--- config.mk ---
export PLATFORM = sky130hd
export DESIGN_NAME = rv_multicycle_ctrl_flat
export DESIGN_NICKNAME = d
export VERILOG_FILES = /design/src/rtl/rv_multicycle_ctrl_if.sv /design/src/rtl/rv_multicycle_ctrl.sv /design/src/flat_wrapper.sv
export SDC_FILE = /design/constraint.sdc
export NUM_CORES = 1
export LEC_CHECK = 0
export CAP_MARGIN = 20
export CORE_MARGIN = 4
export CORE_UTILIZATION = 35
export CTS_CLUSTER_DIAMETER = 100
export DETAILED_ROUTE_END_ITERATION = 7
export PLACE_DENSITY = 0.74
export SETUP_SLACK_MARGIN = 0.1
export SLEW_MARGIN = 20
export SYNTH_ARGS = -nofsm -noshare
export SYNTH_HDL_FRONTEND = slang
export SYNTH_SLANG_ARGS = --single-unit
--- constraint.sdc ---
create_clock -name clk -period 3.85 [get_ports clk]
set_input_delay 0.77 -clock clk [delete_from_list [all_inputs] [get_ports clk]]
set_output_delay 0.77 -clock clk [all_outputs]
set_load 0.02 [all_outputs]
--- src/rtl/rv_multicycle_ctrl_if.sv ---
// Control/status bundle between the multi-cycle RV32 controller (master) and its shared-bus datapath (slave).
// RV_CTRL_INSTR_CNT_EN adds the retired-instruction count to the bundle.
interface rv_multicycle_ctrl_if #(parameter int PC_WIDTH = 32);
  logic                start;
  logic [31:0]         ir;
  logic                zero;
  logic                busy;
  logic                done;
  logic                illegal;
  logic [PC_WIDTH-1:0] pc;
  logic                pc_en;
  logic                lda;
  logic                ldb;
  logic                ldma;
  logic                ldiR;
  logic [1:0]          reg_sel;
  logic                reg_en;
  logic                reg_we;
  logic                mem_en;
  logic                mem_we;
  logic                alu_en;
  logic                IMM_en;
  logic [3:0]          ALUControl;
  logic [1:0]          ExtendSign_sel;
`ifdef RV_CTRL_INSTR_CNT_EN
  logic [31:0]         retired;
`endif

  modport master (
    input  start, ir, zero,
    output busy, done, illegal, pc, pc_en, lda, ldb, ldma, ldiR, reg_sel,
           reg_en, reg_we, mem_en, mem_we, alu_en, IMM_en, ALUControl, ExtendSign_sel
`ifdef RV_CTRL_INSTR_CNT_EN
    , output retired
`endif
  );

  modport slave (
    output start, ir, zero,
    input  busy, done, illegal, pc, pc_en, lda, ldb, ldma, ldiR, reg_sel,
           reg_en, reg_we, mem_en, mem_we, alu_en, IMM_en, ALUControl, ExtendSign_sel
`ifdef RV_CTRL_INSTR_CNT_EN
    , input retired
`endif
  );
endinterface

--- src/rtl/rv_multicycle_ctrl.sv ---
// Multi-cycle sequencer for the shared-bus RV32 datapath; owns the PC, one instruction per start/done.
// Optional RV_CTRL_INSTR_CNT_EN: counts legally completed instructions on dp.retired.
module rv_multicycle_ctrl #(
  parameter int                  PC_WIDTH = 32,
  parameter logic [PC_WIDTH-1:0] RESET_PC = '0,
  parameter int                  PC_STEP  = 4,
  parameter int                  MEM_WAIT = 0
) (
  input logic                  clk,
  input logic                  rst,
  rv_multicycle_ctrl_if.master dp
);
  typedef enum logic [3:0] {
    S_IDLE, S_F_MA, S_F_IR, S_DEC, S_RD_A, S_RD_B,
    S_IMM_B, S_WB, S_ADDR, S_LD_WB, S_ST, S_BR
  } state_e;

  localparam logic [3:0] ALU_AND = 4'b0000;
  localparam logic [3:0] ALU_OR  = 4'b0001;
  localparam logic [3:0] ALU_ADD = 4'b0010;
  localparam logic [3:0] ALU_SUB = 4'b0110;
  localparam logic [3:0] ALU_SLT = 4'b0111;

  localparam logic [6:0] OP_R  = 7'b0110011;
  localparam logic [6:0] OP_I  = 7'b0010011;
  localparam logic [6:0] OP_LW = 7'b0000011;
  localparam logic [6:0] OP_SW = 7'b0100011;
  localparam logic [6:0] OP_BR = 7'b1100011;

  state_e              state_q, state_d;
  logic [PC_WIDTH-1:0] pc_q, pc_d;
  logic [3:0]          wait_q, wait_d;
  logic                done_q, done_d;
  logic                ill_q, ill_d;

  logic [6:0]          opcode;
  logic [2:0]          funct3;
  logic                is_r, is_i, is_lw, is_sw, is_br;
  logic [3:0]          alu_op;
  logic                alu_ok, legal, taken, wait_done;
  logic [12:0]         bimm;
  logic [PC_WIDTH-1:0] boff, pc_inc;
  logic                fin;

  logic       pc_en, lda, ldb, ldma, ldiR, reg_en, reg_we, mem_en, mem_we, alu_en, imm_en;
  logic [1:0] reg_sel, ext_sel;
  logic [3:0] alu_ctl;

  // The IR register holds the word for the whole instruction, so decode stays combinational.
  assign opcode    = dp.ir[6:0];
  assign funct3    = dp.ir[14:12];
  assign is_r      = (opcode == OP_R);
  assign is_i      = (opcode == OP_I);
  assign is_lw     = (opcode == OP_LW);
  assign is_sw     = (opcode == OP_SW);
  assign is_br     = (opcode == OP_BR);
  assign legal     = is_lw | is_sw | is_br | ((is_r | is_i) & alu_ok);
  assign bimm      = {dp.ir[31], dp.ir[7], dp.ir[30:25], dp.ir[11:8], 1'b0};
  assign boff      = PC_WIDTH'($signed(bimm));
  assign taken     = ((funct3 == 3'b000) & dp.zero) | ((funct3 == 3'b001) & ~dp.zero);
  assign wait_done = (wait_q == 4'(MEM_WAIT));

  always_comb begin
    alu_op = ALU_ADD;
    alu_ok = 1'b1;
    case (funct3)
      3'b000:  alu_op = (is_r && dp.ir[30]) ? ALU_SUB : ALU_ADD;
      3'b111:  alu_op = ALU_AND;
      3'b110:  alu_op = ALU_OR;
      3'b010:  alu_op = ALU_SLT;
      default: alu_ok = 1'b0;
    endcase
  end

  always_ff @(posedge clk or posedge rst) begin
    if (rst) begin
      state_q <= S_IDLE;
      pc_q    <= RESET_PC;
      wait_q  <= '0;
      done_q  <= 1'b0;
      ill_q   <= 1'b0;
    end else begin
      state_q <= state_d;
      pc_q    <= pc_d;
      wait_q  <= wait_d;
      done_q  <= done_d;
      ill_q   <= ill_d;
    end
  end

  always_comb begin
    state_d = state_q;
    pc_d    = pc_q;
    wait_d  = wait_q;
    done_d  = 1'b0;
    ill_d   = 1'b0;
    fin     = 1'b0;
    pc_inc  = PC_WIDTH'(PC_STEP);
    pc_en = 1'b0; lda = 1'b0; ldb = 1'b0; ldma = 1'b0; ldiR = 1'b0;
    reg_en = 1'b0; reg_we = 1'b0; mem_en = 1'b0; mem_we = 1'b0;
    alu_en = 1'b0; imm_en = 1'b0;
    reg_sel = 2'd0; ext_sel = 2'b00; alu_ctl = ALU_AND;
    case (state_q)
      S_IDLE: if (dp.start) state_d = S_F_MA;
      S_F_MA: begin
        pc_en = 1'b1; ldma = 1'b1;
        state_d = S_F_IR;
      end
      S_F_IR: begin
        mem_en = 1'b1; ldiR = 1'b1;
        if (wait_done) begin wait_d = '0; state_d = S_DEC; end
        else wait_d = wait_q + 4'd1;
      end
      S_DEC: begin
        if (legal) state_d = S_RD_A;
        else begin state_d = S_IDLE; done_d = 1'b1; ill_d = 1'b1; end
      end
      S_RD_A: begin
        reg_sel = 2'd0; reg_en = 1'b1; lda = 1'b1;
        state_d = (is_r | is_br) ? S_RD_B : S_IMM_B;
      end
      S_RD_B: begin
        reg_sel = 2'd1; reg_en = 1'b1; ldb = 1'b1;
        state_d = is_br ? S_BR : S_WB;
      end
      S_IMM_B: begin
        imm_en = 1'b1; ldb = 1'b1;
        ext_sel = is_sw ? 2'b01 : 2'b00;
        state_d = (is_lw | is_sw) ? S_ADDR : S_WB;
      end
      S_WB: begin
        alu_en = 1'b1; alu_ctl = alu_op; reg_sel = 2'd2; reg_en = 1'b1; reg_we = 1'b1;
        fin = 1'b1;
      end
      S_ADDR: begin
        alu_en = 1'b1; alu_ctl = ALU_ADD; ldma = 1'b1;
        state_d = is_lw ? S_LD_WB : S_ST;
      end
      S_LD_WB: begin
        mem_en = 1'b1; reg_sel = 2'd2; reg_en = 1'b1; reg_we = 1'b1;
        if (wait_done) begin wait_d = '0; fin = 1'b1; end
        else wait_d = wait_q + 4'd1;
      end
      S_ST: begin
        reg_sel = 2'd1; reg_en = 1'b1; mem_en = 1'b1; mem_we = 1'b1;
        if (wait_done) begin wait_d = '0; fin = 1'b1; end
        else wait_d = wait_q + 4'd1;
      end
      S_BR: begin
        alu_en = 1'b1; alu_ctl = ALU_SUB;
        if (taken) pc_inc = boff;
        fin = 1'b1;
      end
      default: state_d = S_IDLE;
    endcase
    // Every legal path ends here: advance the PC and report completion from IDLE.
    if (fin) begin
      state_d = S_IDLE;
      done_d  = 1'b1;
      pc_d    = pc_q + pc_inc;
    end
  end

`ifdef RV_CTRL_INSTR_CNT_EN
  logic [31:0] ret_q;
  always_ff @(posedge clk or posedge rst) begin
    if (rst)                  ret_q <= '0;
    else if (done_d && !ill_d) ret_q <= ret_q + 32'd1;
  end
  assign dp.retired = ret_q;
`endif

  assign dp.busy           = (state_q != S_IDLE);
  assign dp.done           = done_q;
  assign dp.illegal        = ill_q;
  assign dp.pc             = pc_q;
  assign dp.pc_en          = pc_en;
  assign dp.lda            = lda;
  assign dp.ldb            = ldb;
  assign dp.ldma           = ldma;
  assign dp.ldiR           = ldiR;
  assign dp.reg_sel        = reg_sel;
  assign dp.reg_en         = reg_en;
  assign dp.reg_we         = reg_we;
  assign dp.mem_en         = mem_en;
  assign dp.mem_we         = mem_we;
  assign dp.alu_en         = alu_en;
  assign dp.IMM_en         = imm_en;
  assign dp.ALUControl     = alu_ctl;
  assign dp.ExtendSign_sel = ext_sel;
endmodule

--- src/flat_wrapper.sv ---
// flat-port wrapper written by rule: the top's interface ports become plain ports
module rv_multicycle_ctrl_flat 
#(
  parameter int                  PC_WIDTH = 32,
  parameter logic [PC_WIDTH-1:0] RESET_PC = '0,
  parameter int                  PC_STEP  = 4,
  parameter int                  MEM_WAIT = 0
)
  (clk, rst, dp_start, dp_ir, dp_zero, dp_busy, dp_done, dp_illegal, dp_pc, dp_pc_en, dp_lda, dp_ldb, dp_ldma, dp_ldiR, dp_reg_sel, dp_reg_en, dp_reg_we, dp_mem_en, dp_mem_we, dp_alu_en, dp_IMM_en, dp_ALUControl, dp_ExtendSign_sel);
  rv_multicycle_ctrl_if #(.PC_WIDTH(PC_WIDTH)) dp_i ();
  input logic clk;
  input logic rst;
  input wire logic [$bits(dp_i.start)-1:0] dp_start;
  input wire logic [$bits(dp_i.ir)-1:0] dp_ir;
  input wire logic [$bits(dp_i.zero)-1:0] dp_zero;
  output wire logic [$bits(dp_i.busy)-1:0] dp_busy;
  output wire logic [$bits(dp_i.done)-1:0] dp_done;
  output wire logic [$bits(dp_i.illegal)-1:0] dp_illegal;
  output wire logic [$bits(dp_i.pc)-1:0] dp_pc;
  output wire logic [$bits(dp_i.pc_en)-1:0] dp_pc_en;
  output wire logic [$bits(dp_i.lda)-1:0] dp_lda;
  output wire logic [$bits(dp_i.ldb)-1:0] dp_ldb;
  output wire logic [$bits(dp_i.ldma)-1:0] dp_ldma;
  output wire logic [$bits(dp_i.ldiR)-1:0] dp_ldiR;
  output wire logic [$bits(dp_i.reg_sel)-1:0] dp_reg_sel;
  output wire logic [$bits(dp_i.reg_en)-1:0] dp_reg_en;
  output wire logic [$bits(dp_i.reg_we)-1:0] dp_reg_we;
  output wire logic [$bits(dp_i.mem_en)-1:0] dp_mem_en;
  output wire logic [$bits(dp_i.mem_we)-1:0] dp_mem_we;
  output wire logic [$bits(dp_i.alu_en)-1:0] dp_alu_en;
  output wire logic [$bits(dp_i.IMM_en)-1:0] dp_IMM_en;
  output wire logic [$bits(dp_i.ALUControl)-1:0] dp_ALUControl;
  output wire logic [$bits(dp_i.ExtendSign_sel)-1:0] dp_ExtendSign_sel;
  assign dp_i.start = dp_start;
  assign dp_i.ir = dp_ir;
  assign dp_i.zero = dp_zero;
  assign dp_busy = dp_i.busy;
  assign dp_done = dp_i.done;
  assign dp_illegal = dp_i.illegal;
  assign dp_pc = dp_i.pc;
  assign dp_pc_en = dp_i.pc_en;
  assign dp_lda = dp_i.lda;
  assign dp_ldb = dp_i.ldb;
  assign dp_ldma = dp_i.ldma;
  assign dp_ldiR = dp_i.ldiR;
  assign dp_reg_sel = dp_i.reg_sel;
  assign dp_reg_en = dp_i.reg_en;
  assign dp_reg_we = dp_i.reg_we;
  assign dp_mem_en = dp_i.mem_en;
  assign dp_mem_we = dp_i.mem_we;
  assign dp_alu_en = dp_i.alu_en;
  assign dp_IMM_en = dp_i.IMM_en;
  assign dp_ALUControl = dp_i.ALUControl;
  assign dp_ExtendSign_sel = dp_i.ExtendSign_sel;
  rv_multicycle_ctrl #(.PC_WIDTH(PC_WIDTH), .RESET_PC(RESET_PC), .PC_STEP(PC_STEP), .MEM_WAIT(MEM_WAIT)) u_core (.clk(clk), .rst(rst), .dp(dp_i));
endmodule
* Word level (Yosys, flattened, before mapping)
Cells that the tools add are included.
Word-level totals: register bits 42, output and inout port bits 54, logic and storage cells 92
Operators by class: add/subtract/negate cells 2, eq/ne operators 23, muxes and demuxes 35, bitwise operators 10, reduce and logical (&&, ||, !) cells 17
Operator list (number):
- 32-bit 2-to-1 mux | 2
- 4-bit case mux with 9 select lines | 1
- 32-bit adder | 1
- 4-bit 2-to-1 mux | 6
- 1-bit 2-to-1 mux | 17
- 4-bit by 3-bit == test with 1-bit output (second input constant) | 4
- 4-bit == test (second input constant) | 4
- 4-bit case mux with 4 select lines | 1
- 7-bit by 6-bit == test with 1-bit output (second input constant) | 2
- 4-bit case mux with 3 select lines | 1
- 2-bit OR reduction | 6
- 4-bit by 2-bit == test with 1-bit output (second input constant) | 2
- 4-bit zero test | 2
- 4-bit OR reduction | 2
- 7-bit by 2-bit == test with 1-bit output (second input constant) | 1
- 7-bit by 5-bit == test with 1-bit output (second input constant) | 1
- 7-bit == test (second input constant) | 1
- 3-bit == test (second input constant) | 2
- 2-bit 2-to-1 mux | 3
- 3-bit 2-to-1 mux | 2
- 1-bit OR | 6
- 3-bit OR reduction | 2
- 5-bit OR reduction | 1
- 4-bit by 1-bit adder with 4-bit output (second input constant) | 1
- other kinds (14) | 16

* Longest topological paths before layout
depth in word-level cells 8, depth in mapped cells 17, depth with buffers taken out 15

* Worst setup path before layout
OpenSTA, ideal clock, no wires.
kind input to register, start input port dp_ir[14], end register u_core.pc_q[27], in the netlist u_core.dp.pc[27], setup time 121 ps, arrival 3613 ps, setup slack 116 ps, cell stages on the path 14, cells stage by stage or4_1 > nor2_1 > nand2_1 > inv_1 > ha_1 > buf_2 > a211oi_1 > o21bai_1 > a211oi_1 > o21ai_1 > or2_1 > a221oi_2 > xor2_1 > o21ai_1
Between the ends: cells in the longest elaborated chain, start to end 6
RTL lines:
- from (decl) | RTL line flat_wrapper.sv:14 | input wire logic [$bits(dp_i.ir)-1:0] dp_ir;
- 3-bit by 1-bit == test with 1-bit output or 3-bit zero test (tied branches) | RTL line rv_multicycle_ctrl.sv:60 | assign taken = ((funct3 == 3'b000) & dp.zero) | ((funct3 == 3'b001) & ~dp.zero);
- 1-bit AND | RTL line rv_multicycle_ctrl.sv:60
- 1-bit OR * | RTL line rv_multicycle_ctrl.sv:60
- 32-bit 2-to-1 mux * | RTL line rv_multicycle_ctrl.sv:151 | if (taken) pc_inc = boff;
- 32-bit 2-to-1 mux * | RTL line rv_multicycle_ctrl.sv:103 | case (state_q)
- 32-bit adder * | RTL line rv_multicycle_ctrl.sv:160 | pc_d = pc_q + pc_inc;
- to (signal assigned) | RTL line rv_multicycle_ctrl.sv:84 | pc_q <= pc_d;
- to (decl) | RTL line rv_multicycle_ctrl.sv:31 | logic [PC_WIDTH-1:0] pc_q, pc_d;
Every way passes the cells marked *; elsewhere a longest branch is shown, timed or not. A chain may end at the register's enable or synchronous reset.

* Final worst setup path
start input port dp_ir[12], end register u_core.pc_q[25], in the netlist u_core.dp.pc[25]
The elaborated chain is that of the path after synthesis.

==> impl.org <==
** Outcome
- The flow ran to the end, and the final reports show no timing, DRC or antenna violations.

** Worst setup path
- Crit-path max FO :: 6
- Kind of capture point of the worst setup path :: flip-flop
- Crit path launch type :: input pin
- The setup path with the least slack is of type in2reg.
- At the worst endpoint, the arrival time is 3.82 ns.
- STA puts the critical path data required time at 4.04 ns.

** Pwr
- The analysis attributes to cell leakage a power of 0.002656 uW.
- The worst-case IR drop observed on VDD is 0.2594 mV.
- For this design the ratio of total power to cell area is 403.8 nW/um^2.

** Yosys
- Proportion of synthesized flip-flops having asynchronous set or reset :: 100.0%
- Dividing the synthesized area by the synthesized cell count gives 8.096 um^2.
- Seq/Total Area, Yosys :: 26.29%
- For this run, the number of Yosys warnings is 0.
- Ys flop type :: sky130_fd_sc_hd__dfrtp_1
- Number of enable-type register cells in the synthesized netlist :: 0
- The mapped netlist covers 3902 um^2.
- The netlist uses 72 different library cells.
- Counting every instance in the synthesized netlist gives 482.
- Number of synthesized register bits :: 41

** Routing
- Total Wirelength :: 11.66 mm
- Remaining design rule violation count :: 0
- The first TritonRoute pass finished after 4 iterations.
- Number of vias in the routed layout :: 4107
- Number of antenna-violating nets in the routed design :: 0
- For this block, the initial DRC count from the detailed router was 124.
- Dividing the detail-routed via count by the number of cells gives 5.212.
- Per-cell routed wire length :: 14.80 um

** CTS
- The clock passes through at most 2 buffers.
- Clk sink count :: 41
- Number of buffers inserted during clock tree synthesis :: 5
- Number of H-tree levels :: 2
- TritonCTS built the clock tree.
- The later pin in the worst-skew pair is clocked with a latency of 0.31 ns.
- Clock-pin slew was measured on the worst setup and hold paths at 0.07 ns.
- Clk root buf :: sky130_fd_sc_hd__clkbuf_8

** STA
- Setup violations remaining at the end of the flow were counted as 0.
- In the finished design, the share of the clock period the worst path needs comes to 94.30%.
- Across all hold checks on the routed design, the worst slack comes to 0.5014 ns.
- Static timing analysis puts the maximum clock frequency at 275.4 MHz.
- At the pin with the least slew margin, the transition time is 0.9652 ns.
- Measured against its own limit, the worst slew margin works out to 35.64%.
- Final Hold Viols :: 0
- Worst Clk Skew :: 0.01389 ns
- Setup repair after global routing could not meet its margin everywhere.
- The worst path in the final design needs a cycle of 3.631 ns, including I/O delays and setup.
- The max-slew violation total from the final report is 0.

** Hold path
- The path class of the tightest hold or removal check is reg2reg.

** Flow run
- The tool flagged a number of max-cap violations equal to 0.

** Place
- Once placement completed, the tool counted placed cells totaling 777.
- Gpl congestion :: 0.9061
- Input and output buffers added on the ports amount to 76.
- The wire-length estimate of the detail-placed layout is 8.981 mm.

** GRT
- Initial antenna violation count :: 0
- Global-route wire length before repair :: 19.74 mm
- Summed over all layers, the global routing overflow is 0.
- The number of global-route vias before repair was 4343.
- Maximum number of pins on one net before global-route repair :: 42
- Global routing used 18.50% of the available tracks across all layers.

** Final layout
- Fraction of layout cells with a size suffix above 1 :: 25.93%
- Count of inserted antenna diode cells :: 0
- Excluding fillers, the count of instances in the completed layout stands at 788.
- Final net count :: 716
- Synth-to-layout area growth :: 49.18%

** Die
- The total area inside the core boundary comes to 10890 um^2.
- After floorplanning, the core was divided into 38 placement rows.
- The initial utilization of the core area, before any placement, comes to 35.84%.
- The floorplan step set the die width to 113.6 um.
- During I/O placement, the number of pins put on the boundary was 90.
- Total die area :: 12900 um^2
- Die span in y :: 113.6 um
[routing by layer]
metal  wire length (um)  global-route usage [%]
met1               5024                   21.67
met2               5837                   33.10
met3                568                   4.562
met4                230                   5.849
met5                  0                       0
[stage by stage]
step	utilization, %	setup slack (ns)	cell area (um^2)	setup TNS, ns	total power, uW
3_5_place_dp	50.30	-0.5046	5477	-7.152	1922
3_3_place_gp	50.30	-0.4475	5477	-5.979	1900
4_1_cts	52.85	0.1025	5754	0	2349
5_1_grt	53.47	0.07515	5822	0	2527
2_1_floorplan	-	0.1157	3910	0	1345
6_report	53.47	0.2195	5822	0	2351
[where the power goes]
| group | leakage, uW | switching (uW) | total [uW] | internal (uW) |
|---|---|---|---|---|
| registers | 0.000448 | 71.5 | 590 | 518 |
| clock network | 0.0000574 | 167 | 378 | 211 |
| logic | 0.00215 | 732 | 1380 | 651 |
[worst paths after layout]
path / startpoint / end / slack (ns) / cells after the start
max: dp_ir[12] / u_core.dp.pc[25]$_DFFE_PP0P_ / 0.22 / 16
min: u_core.wait_q[3]$_DFFE_PP0P_ / u_core.wait_q[3]$_DFFE_PP0P_ / 0.50 / 1
max reg2reg: u_core.state_q[2]$_DFFE_PP0P_ / u_core.dp.pc[25]$_DFFE_PP0P_ / 0.42 / 15
min reg2reg: u_core.wait_q[3]$_DFFE_PP0P_ / u_core.wait_q[3]$_DFFE_PP0P_ / 0.50 / 1
max in group asynchronous: rst / u_core.dp.pc[23]$_DFFE_PP0P_ / 2.57 / 3
min in group asynchronous: rst / u_core.dp.pc[5]$_DFFE_PP0P_ / 0.89 / 3
[registers in the layout, summed over array words and instances (netlist names)]
register and flops:
u_core.dp.illegal 1, u_core.state_q 4, u_core.dp.done 1, u_core.wait_q 4, u_core.dp.pc 31
[area by class of cell]
cell class / instances / area, um^2
multi-input cells: 403 / 2867
well taps: 140 / 175.2
inverters: 11 / 41.29
clock inverters: 2 / 37.54
clock buffers: 6 / 82.58
flip-flops and latches: 41 / 1026
repair buffers: 185 / 1593
fillers: 995 / 5066
[cell usage in the layout (no fill, tap or decap), drive strengths merged, types with 11 or more instances in the layout]
master and n:
a21oi 48, nand3 15, dfrtp 41, nand2b 13
nor3 13, ha 32, a21o 14, nand2 49
buf 109, nor2 49, xnor2 12, o21ai 33
xor2 15, inv 11, and2 13, clkdlybuf4s50 72
[kinds of logic (layout without fill, tap and decap cells)]
kind of cell             count (synthesis)  in the layout  synth area share, %
AO/OA/AOI/OAI                          146            146                26.00
buffers and inverters                   40            204                5.386
multiplexers                             2              2               0.5130
AND/OR/NAND/NOR                        191            191                24.62
other                                    1              3              0.09609
adder cells (fa/ha/maj)                 34             34                11.03
XOR/XNOR                                27             27                6.060
flip-flops                              41             41                26.29
[what timing repair did]
action,CTS,global route
setup buffers,3,0
pin swaps,20,10
setup endpoints to repair,16,16
resized for setup,30,16
hold buffers,0,0
cloned,0,0
[critical path: stages]
cell                            delay, ns
sky130_fd_sc_hd__dlygate4sd2_1       0.25
sky130_fd_sc_hd__xnor2_1             0.12
sky130_fd_sc_hd__or4_4               0.44
sky130_fd_sc_hd__nor2_4              0.13
sky130_fd_sc_hd__buf_6               0.13
sky130_fd_sc_hd__buf_6               0.11
sky130_fd_sc_hd__and2_1              0.16
sky130_fd_sc_hd__ha_4                0.22
sky130_fd_sc_hd__and3_1              0.16
sky130_fd_sc_hd__and3_4              0.19
sky130_fd_sc_hd__a21oi_4             0.19
sky130_fd_sc_hd__nand3_2             0.12
sky130_fd_sc_hd__a31oi_4             0.27
sky130_fd_sc_hd__o21bai_4            0.12
sky130_fd_sc_hd__nor2b_4             0.14
sky130_fd_sc_hd__o41ai_2             0.29
[synthesized netlist by cell type (3+ instances only)]
master,number,area share [%]
sky130_fd_sc_hd__buf_6,3,0.87
sky130_fd_sc_hd__a211oi_1,3,0.58
sky130_fd_sc_hd__nor4_1,6,0.96
sky130_fd_sc_hd__o211ai_1,5,0.96
sky130_fd_sc_hd__nand3_1,14,1.8
sky130_fd_sc_hd__a21o_1,14,2.7
sky130_fd_sc_hd__o21ai_0,25,3.2
sky130_fd_sc_hd__nand4b_1,3,0.67
sky130_fd_sc_hd__o31ai_1,3,0.58
sky130_fd_sc_hd__nand2b_1,13,2.1
sky130_fd_sc_hd__xnor2_1,12,2.7
sky130_fd_sc_hd__o21a_1,5,0.96
sky130_fd_sc_hd__nor2_1,48,4.6
sky130_fd_sc_hd__nor3_1,13,1.7
sky130_fd_sc_hd__o21ai_1,8,1.0
sky130_fd_sc_hd__nor4b_1,3,0.67
sky130_fd_sc_hd__and3_1,3,0.48
sky130_fd_sc_hd__nor2b_1,5,0.80
sky130_fd_sc_hd__inv_1,11,1.1
sky130_fd_sc_hd__and2_1,13,2.1
sky130_fd_sc_hd__o21bai_1,3,0.58
sky130_fd_sc_hd__a31oi_1,4,0.64
sky130_fd_sc_hd__clkbuf_1,11,1.1
sky130_fd_sc_hd__ha_1,32,10
sky130_fd_sc_hd__a21oi_1,45,5.8
sky130_fd_sc_hd__dfrtp_1,41,26
sky130_fd_sc_hd__buf_4,8,1.5
sky130_fd_sc_hd__nand4_1,6,0.96
sky130_fd_sc_hd__xor2_1,15,3.4
sky130_fd_sc_hd__buf_2,6,0.77
sky130_fd_sc_hd__nand2_1,48,4.6
sky130_fd_sc_hd__a21oi_2,3,0.67
No activity file was read; power rests on OpenSTA's default activity.
